--- config.mk ---
export PLATFORM = sky130hd
export DESIGN_NAME = id_field_extract
export DESIGN_NICKNAME = d
export VERILOG_FILES = /design/src/rtl/id_field_extract_pkg.sv /design/src/rtl/id_field_extract_imm_extender.sv /design/src/rtl/id_field_extract.sv
export SDC_FILE = /design/constraint.sdc
export NUM_CORES = 1
export LEC_CHECK = 0
export ABC_AREA = 1
export CAP_MARGIN = 20
export CELL_PAD_IN_SITES_DETAIL_PLACEMENT = 0
export CELL_PAD_IN_SITES_GLOBAL_PLACEMENT = 2
export CORE_ASPECT_RATIO = 1.1
export CORE_UTILIZATION = 16
export DETAILED_ROUTE_END_ITERATION = 10
export PLACE_DENSITY = 0.92
export SETUP_SLACK_MARGIN = 0.4
export SLEW_MARGIN = 30
export SYNTH_ARGS = -nofsm -noshare
export SYNTH_HDL_FRONTEND = slang
export SYNTH_SLANG_ARGS = --single-unit
--- constraint.sdc ---
create_clock -name clk -period 1.6 [get_ports clk]
set_input_delay 0.48 -clock clk [delete_from_list [all_inputs] [get_ports clk]]
set_output_delay 0.48 -clock clk [all_outputs]
set_load 0.01 [all_outputs]
--- src/rtl/id_field_extract_pkg.sv ---
// Shared constants for the decode-stage field extractor.
//   DEF_REG_ADDR_W / DEF_IMM_W / DEF_DATA_W : default widths for the block parameters
//   DST_RT / DST_RD                         : reg_dst encodings (destination = rt or rd)
//   EXT_SIGN / EXT_ZERO                     : zero_ext encodings (sign- or zero-extend)
package id_field_extract_pkg;

    localparam int DEF_REG_ADDR_W = 5;
    localparam int DEF_IMM_W      = 16;
    localparam int DEF_DATA_W     = 32;

    localparam logic DST_RT = 1'b0;
    localparam logic DST_RD = 1'b1;

    localparam logic EXT_SIGN = 1'b0;
    localparam logic EXT_ZERO = 1'b1;

endpackage

--- src/rtl/id_field_extract_imm_extender.sv ---
// imm_extender: purely combinational immediate widener.
//   imm_in      [IMM_W-1:0]  raw instruction immediate
//   zero_ext                 EXT_ZERO = pad with zeros, EXT_SIGN = replicate the MSB
//   imm_ext_out [DATA_W-1:0] extended immediate (DATA_W must exceed IMM_W)
module imm_extender
    import id_field_extract_pkg::*;
#(
    parameter int IMM_W  = DEF_IMM_W,
    parameter int DATA_W = DEF_DATA_W
) (
    input  logic [IMM_W-1:0]  imm_in,
    input  logic              zero_ext,
    output logic [DATA_W-1:0] imm_ext_out
);

    logic signed [IMM_W-1:0]  imm_s;
    logic signed [DATA_W-1:0] imm_sext;
    logic        [DATA_W-1:0] imm_zext;

    assign imm_s    = imm_in;
    assign imm_sext = {{(DATA_W-IMM_W){imm_s[IMM_W-1]}}, imm_s};
    assign imm_zext = {{(DATA_W-IMM_W){1'b0}}, imm_in};

    always_comb begin
        imm_ext_out = imm_sext;
        if (zero_ext == EXT_ZERO) begin
            imm_ext_out = imm_zext;
        end
    end

endmodule

--- src/rtl/id_field_extract.sv ---
// id_field_extract: decode-stage field extractor feeding the ID/EX boundary.
// Selects the destination register (rt or rd), widens the immediate and
// registers everything for one cycle of latency; a stall holds all fields.
//   clk, reset (async, active-high)
//   stall_flag_in   1 = hold outputs, 0 = capture new fields
//   reg_dst         DST_RT selects rt_addr, DST_RD selects rd_addr
//   rt_addr/rd_addr register address fields
//   imm_in          raw immediate, zero_ext picks zero- or sign-extension
//   wr_addr_out     registered destination register
//   imm_ext_out     registered extended immediate
//   imm_shl2_out    registered extended immediate << 2 (word offset)
//   imm_raw_out     registered raw immediate
//   stall_flag_out  stall_flag_in delayed one cycle (not held by stall)
module id_field_extract
    import id_field_extract_pkg::*;
#(
    parameter int REG_ADDR_W = DEF_REG_ADDR_W,
    parameter int IMM_W      = DEF_IMM_W,
    parameter int DATA_W     = DEF_DATA_W
) (
    input  logic                  clk,
    input  logic                  reset,
    input  logic                  stall_flag_in,
    input  logic                  reg_dst,
    input  logic [REG_ADDR_W-1:0] rt_addr,
    input  logic [REG_ADDR_W-1:0] rd_addr,
    input  logic [IMM_W-1:0]      imm_in,
    input  logic                  zero_ext,
    output logic [REG_ADDR_W-1:0] wr_addr_out,
    output logic [DATA_W-1:0]     imm_ext_out,
    output logic [DATA_W-1:0]     imm_shl2_out,
    output logic [IMM_W-1:0]      imm_raw_out,
    output logic                  stall_flag_out
);

    logic [REG_ADDR_W-1:0] wr_addr_p0;
    logic [DATA_W-1:0]     imm_ext_p0;
    logic [DATA_W-1:0]     imm_shl2_p0;

    // Stage p0: combinational field decode from the instruction register
    imm_extender #(
        .IMM_W  (IMM_W),
        .DATA_W (DATA_W)
    ) u_imm_extender (
        .imm_in      (imm_in),
        .zero_ext    (zero_ext),
        .imm_ext_out (imm_ext_p0)
    );

    assign wr_addr_p0  = (reg_dst == DST_RD) ? rd_addr : rt_addr;
    // Word offset: the two bits shifted out of the top are dropped.
    assign imm_shl2_p0 = {imm_ext_p0[DATA_W-3:0], 2'b00};

    // Stage p0 -> p1: ID/EX register, held while stalled
    always_ff @(posedge clk or posedge reset) begin
        if (reset) begin
            wr_addr_out    <= '0;
            imm_ext_out    <= '0;
            imm_shl2_out   <= '0;
            imm_raw_out    <= '0;
            stall_flag_out <= 1'b0;
        end else begin
            stall_flag_out <= stall_flag_in;
            if (!stall_flag_in) begin
                wr_addr_out  <= wr_addr_p0;
                imm_ext_out  <= imm_ext_p0;
                imm_shl2_out <= imm_shl2_p0;
                imm_raw_out  <= imm_in;
            end
        end
    end

endmodule

==> results of run 1 <==
==> power by group through the flow <==
stage	registers (mW)	logic [mW]	clock network, mW
floorplan	0.723	0.337	0
global placement	0.703	0.638	0
detailed placement	0.707	0.643	0
CTS	0.677	0.625	0.417
global route	0.687	0.749	0.433
finish	0.679	0.688	0.380
==> logic make-up after synthesis <==
| family | count (synthesis) |
|---|---|
| buffers and inverters | 80 |
| and+or+nand+nor | 74 |
| DFF | 23 |
| AOI/OAI and AO/OA | 1 |
| other | 1 |
==> per-layer routing <==
metal  part of all wire  vias to the layer above  wire, um
met5                  0                        -         0
met1               0.38                      550      1490
li1                   -                      632         -
met2               0.51                       72      2010
met4              0.011                        0        45
met3               0.10                        2       405
==> final timing paths <==
kind,to,depth (start not counted)
worst max-delay path,imm_shl2_out[28],2
worst min-delay path,wr_addr_out[1],2
worst max register to register,imm_ext_out[30],4
worst min register to register,wr_addr_out[1],2
max in group asynchronous,imm_ext_out[30],3
min in group asynchronous,imm_ext_out[2],3
==> synthesized netlist by cell type <==
| master | number | area, um2 |
|---|---|---|
| buf_2 | 1 | 5.00 |
| buf_4 | 65 | 488 |
| buf_6 | 1 | 11.3 |
| conb_1 | 1 | 3.75 |
| dfrtp_1 | 23 | 576 |
| inv_1 | 12 | 45.0 |
| inv_2 | 1 | 3.75 |
| nand2_1 | 69 | 259 |
| nand3_1 | 5 | 25.0 |
| o21ai_0 | 1 | 5.00 |
==> registers in the layout (all words and copies together), names as in the netlist <==
name,count
stall_flag_out,1
imm_ext_out,17
wr_addr_out,5
==> worst register-to-register path: cells and delay by family, from the launching register on <==
family | cells | cell delay [ps]
flip-flops | 1 | 520
buffers and inverters | 2 | 290
AND/OR/NAND/NOR | 1 | 50
AO/OA/AOI/OAI | 1 | 60
==> what timing repair did <==
action,in CTS,in global routing
gates cloned,0,1
resized for setup,369,24
buffers inserted,19,7
endpoints found under the setup margin,91,86
==> area by class of cell <==
cell class | instances | area (um2)
inverters | 13 | 48.8
clock buffers | 3 | 41.3
multi-input cells | 77 | 297
fillers | 919 | 6130
repair buffers | 146 | 1250
well taps | 111 | 139
flip-flops and latches | 23 | 579
clock inverters | 1 | 5.00
diodes | 1 | 2.50
==> run_results.csv, run 1 <==
group,metric,value,unit
floorplanning,start_util,0.167,
grt,use_met2,0.141,
layout,fin_util,0.279,
logic_synthesis,synthXorXnorAreaFrac,0,
routing,routed-via-count,1256,
clock_tree,cts_buffers,3,
layout,final_common_cell,"nand2_1",
critical_path,worstPathArrival,1080,ps
floorplanning,die_w,91.9,um
critical_path,path_cells,"buf_8 > buf_2",
sta,rsz0062_at_grt,"true",
sta,fmax,0.640,GHz
placement,place.gp.congestion,0.646,
pwr,pwr-share-clk,0.218,
routing,dr.pass1.iters,4,
logic_synthesis,synth.avg_cell_area,7.94,um2
routing,routedWlPerCell,10.5,um
logic_synthesis,synth_top_family_by_area,"buffers and inverters",
floorplanning,die_area,0.00927,mm2
sta,setup_viol,0,
clock_tree,cts_tree,"built",
logic_synthesis,yosysWarnings,0,
critical_path,path_buf_inv,2,
critical_path,slowest_stage,"dfrtp_4",
logic_synthesis,netlist_instances,179,
pwr,p_leak,1.32,nW
pwr,power.density,738,mW/mm2
sta,tns,0,ps
placement,dp.cells,343,
routing,drtIter0Drc,30,
floorplanning,pin_count,117,
critical_path,end_kind,"output pin",
logic_synthesis,synth_seq_cells,23,
layout,syn2layout_area_growth,66.5,%
clock_tree,clock-sinks,23,
grt,grt_antenna_before_repair,1,
logic_synthesis,yosysSeqAreaShare,0.405,
pwr,p_sw,542,uW
logic_synthesis,synth_cell_types,10,
sta,finalCritPeriodShare,0.977,
grt,top_usage_layer,"met2",
pwr,p_sw_frac,0.310,
placement,port_buffers,114,
status,status,"completed",
pwr,seq_power_share,0.389,
clock_tree,clockBufferDepth,2,
grt,grt_pass1_wl,6170,um
layout,drive_gt1_frac,0.468,
worst_hold_path,hp-class,"flip-flop to flip-flop",
critical_path,r2r_start,"imm_ext_out[30]",
clock_tree,hold_buffers,0,
grt,gr-usage-met3,0.0256,
logic_synthesis,synth-simple-area-share,0.200,
placement,dpl.hpwl,2720,um
floorplanning,die_y,101,um
routing,routed_via_density,3.35,
clock_tree,clk_latency,270,ps
sta,hold_violations,0,
grt,overflow,0,
grt,met1_usage,0.100,
layout,fin_area,0.00237,mm2
sta,hold-worst-slack,497,ps
sta,fin_skew,0,ps
critical_path,crit_fanout,15,
grt,grt_max_degree,24,
pwr,fin_total_pwr,1.75,mW
placement,preCtsSetupSlack,-61.1,ps
flow_run,maxCapViolations,0,
clock_tree,cts_root_buffer,"clkbuf_8",
logic_synthesis,synth_adder_area_share,0,
layout,final_cells,375,
grt,gr-usage-all-layers,0.0838,
critical_path,crit_start,"imm_ext_out[30]",
sta,fin_ws,36.9,ps
critical_path,cpLargestDelayFamily,"flip-flops",
grt,grt_pass1_vias,1239,
sta,min_period,1560,ps
critical_path,cp_data_required_time,1120,ps
floorplanning,core-area,0.00850,mm2
critical_path,critPathKind,"flip-flop to output pin",
logic_synthesis,synth_compound_area_frac,0.00352,
clock_tree,cts_max_level,1,
logic_synthesis,synthMuxAreaShare,0,
layout,layout_common_cells,"nand2_1, buf_6, buf_2",
clock_tree,clk_pin_slew_worst_paths,90,ps
layout,final_nets,295,
critical_path,max_stage_delay,520,ps
floorplanning,num_rows,35,
routing,drc,0,
pwr,combPwrFrac,0.394,
pwr,internal_power,1.21,mW
sta,slew_violations,0,
routing,wl,3950,um
worst_hold_path,worstHoldStart,"wr_addr_out[1]",
critical_path,reg2reg_slack,570,ps
pwr,vdd_drop_max,0.248,mV
placement,dpl-instance-area,0.00225,mm2
critical_path,cp-start-kind,"flip-flop",
routing,antenna_left,0,
logic_synthesis,synth_area,0.00142,mm2
(Power assumes the default switching activity.)
==> inputs of run 2 (changes only) <==
CORE_UTILIZATION = 17   (was 16)
PLACE_DENSITY = 0.95   (was 0.92)
clock period = 2 ns   (was 1.6 ns; I/O delays follow)
==> run 2 against run 1 <==
  * Sequential power is 20% lower
  * Global-route usage is 0.29 points lower
  * Clock skew stayed put
  * Register-to-register slack better by 500 ps
  * Clock power is 24% lower
  * Combinational power is 28% lower
  * Non-clock buffer count is 17 lower
  * Cell area is 0.48% lower
  * Routed wire length is 6.0% lower
  * Worst hold slack worse by 13 ps
==> run_results.csv, run 2 (synthesized netlist as in run 1, its figures left out) <==
group,metric,value,unit
worst_hold_path,worstHoldEndpoint,"wr_addr_out[2]",
grt,grt_pass1_wl,5490,um
placement,dp.cells,337,
clock_tree,clockBufferDepth,2,
sta,fin_skew,0,ps
critical_path,path_cells,"buf_8 > clkdlybuf4s15_1",
floorplanning,start_util,0.178,
grt,gr-usage-met3,0.0245,
clock_tree,cts_max_level,1,
layout,layout_common_cells,"nand2_1, clkdlybuf4s50_1, clkdlybuf4s15_1",
worst_hold_path,hold_path_depth,2,
grt,grt_pass1_vias,1100,
critical_path,cpLargestDelayFamily,"flip-flops",
critical_path,cp_data_required_time,1400,ps
sta,rsz0062_at_grt,"true",
layout,num_antenna_cells,0,
layout,final_common_cell,"nand2_1",
layout,final_nets,278,
clock_tree,cts_root_buffer,"clkbuf_8",
grt,use_met2,0.142,
layout,fin_area,0.00236,mm2
grt,met1_usage,0.0984,
pwr,vdd_drop_max,0.186,mV
layout,reg_top3,"imm_ext_out: 17 flops, wr_addr_out: 5 flops, stall_flag_out: 1 flops",
critical_path,path_buf_inv,2,
pwr,fin_total_pwr,1.33,mW
critical_path,max_stage_delay,520,ps
critical_path,worstPathArrival,1170,ps
placement,dpl.hpwl,2600,um
sta,tns,0,ps
routing,antenna_left,0,
sta,slew_violations,0,
routing,routed_via_density,3.33,
layout,n_fill_cell,893,
critical_path,reg2reg_slack,1070,ps
critical_path,crit_fanout,7,
clock_tree,clk_pin_slew_worst_paths,80,ps
pwr,power.density,563,mW/mm2
routing,routedWlPerCell,10.5,um
sta,setup_viol,0,
floorplanning,pin_count,117,
critical_path,critPathKind,"flip-flop to output pin",
routing,wl,3720,um
sta,fmax,0.566,GHz
worst_hold_path,hp-class,"flip-flop to flip-flop",
floorplanning,die_w,89.2,um
sta,hold_violations,0,
clock_tree,cts_buffers,3,
layout,largest_register,"imm_ext_out",
grt,grt_max_degree,24,
routing,dr.pass1.iters,4,
flow_run,maxCapViolations,0,
placement,preCtsSetupSlack,113,ps
critical_path,cp-start-kind,"flip-flop",
critical_path,reg2reg_depth,3,
clock_tree,clock-sinks,23,
layout,syn2layout_area_growth,65.8,%
placement,port_buffers,114,
grt,gr-usage-all-layers,0.0809,
routing,routed-via-count,1179,
sta,hold-worst-slack,484,ps
critical_path,slowest_stage,"dfrtp_4",
routing,drtIter0Drc,29,
clock_tree,cts_tree,"built",
critical_path,end_kind,"output pin",
clock_tree,clk_latency,260,ps
grt,overflow,0,
placement,dpl-instance-area,0.00221,mm2
critical_path,r2r_start,"imm_ext_out[30]",
floorplanning,die_area,0.00873,mm2
critical_path,r2r_end,"imm_ext_out[30]",
layout,drive_gt1_frac,0.220,
pwr,p_leak,1.21,nW
sta,fin_ws,234,ps
status,status,"completed",
layout,final_cells,354,
routing,drc,0,
sta,finalCritPeriodShare,0.883,
layout,largest_reg_flops,17,
layout,fin_util,0.295,
floorplanning,num_rows,34,
floorplanning,core-area,0.00800,mm2
worst_hold_path,worstHoldStart,"wr_addr_out[2]",
grt,grt_antenna_before_repair,0,
floorplanning,die_y,97.9,um
sta,min_period,1770,ps
grt,top_usage_layer,"met2",
placement,place.gp.congestion,0.612,
-- run 2: cell count changes in the layout (fill, tap and decap cells not counted), moves of 2 or more --
| cell | before | now |
|---|---|---|
| buf_2 | 50 | 6 |
| buf_4 | 14 | 9 |
| buf_6 | 50 | 16 |
| clkbuf_2 | 0 | 4 |
| clkdlybuf4s15_1 | 0 | 29 |
| clkdlybuf4s15_2 | 0 | 11 |
| clkdlybuf4s50_1 | 28 | 30 |
| dlygate4sd2_1 | 1 | 21 |
-- run 2: where the power goes --
part / total [mW] / internal [mW] / switching (mW)
Clock: 0.288 / 0.142 / 0.146
Sequential: 0.543 / 0.508 / 0.0349
Combinational: 0.495 / 0.280 / 0.215
Total: 1.33 / 0.929 / 0.397
-- run 2: layout make-up --
class                           count  area (um2)  share of cell area
Sequential cell                    23         579               0.246
Timing Repair Buffer              129        1250               0.531
Inverter                           13        48.8              0.0207
Tap cell                          108         135              0.0574
Clock buffer                        4        45.0              0.0191
Multi-Input combinational cell     77         297               0.126
-- run 2: layer usage --
| metal | vias up | wire (um) |
|---|---|---|
| li1 | 598 | - |
| met2 | 57 | 1870 |
| met3 | 2 | 316 |
| met1 | 522 | 1510 |
| met4 | 0 | 10 |
| met5 | - | 0 |
-- run 2: how the worst max path moves through the flow --
| stage | slack [ps] | depth (start not counted) | end | start |
|---|---|---|---|---|
| 6_report | 230 | 2 | imm_shl2_out[21] | imm_ext_out[30] |
| 2_1_floorplan | 600 | 1 | imm_ext_out[17] | imm_ext_out[30] |
| 3_5_place_dp | 110 | 1 | imm_shl2_out[21] | imm_ext_out[30] |
| 5_1_grt | 190 | 2 | imm_shl2_out[31] | imm_ext_out[30] |
| 3_3_place_gp | 180 | 1 | imm_shl2_out[30] | imm_ext_out[30] |
| 4_1_cts | 200 | 2 | imm_shl2_out[21] | imm_ext_out[30] |
-- run 2: timing repair --
action,4_1_cts,5_1_grt
setup buffers,9,3
setup endpoints to repair,84,65
hold buffers,0,0
resized for setup,168,55
gates cloned,0,1
-- run 2: tightest hold or removal path: stages, from the launching register on --
cell and delay [ps]:
dfrtp_1 350, nand2_1 50, nand2_1 50
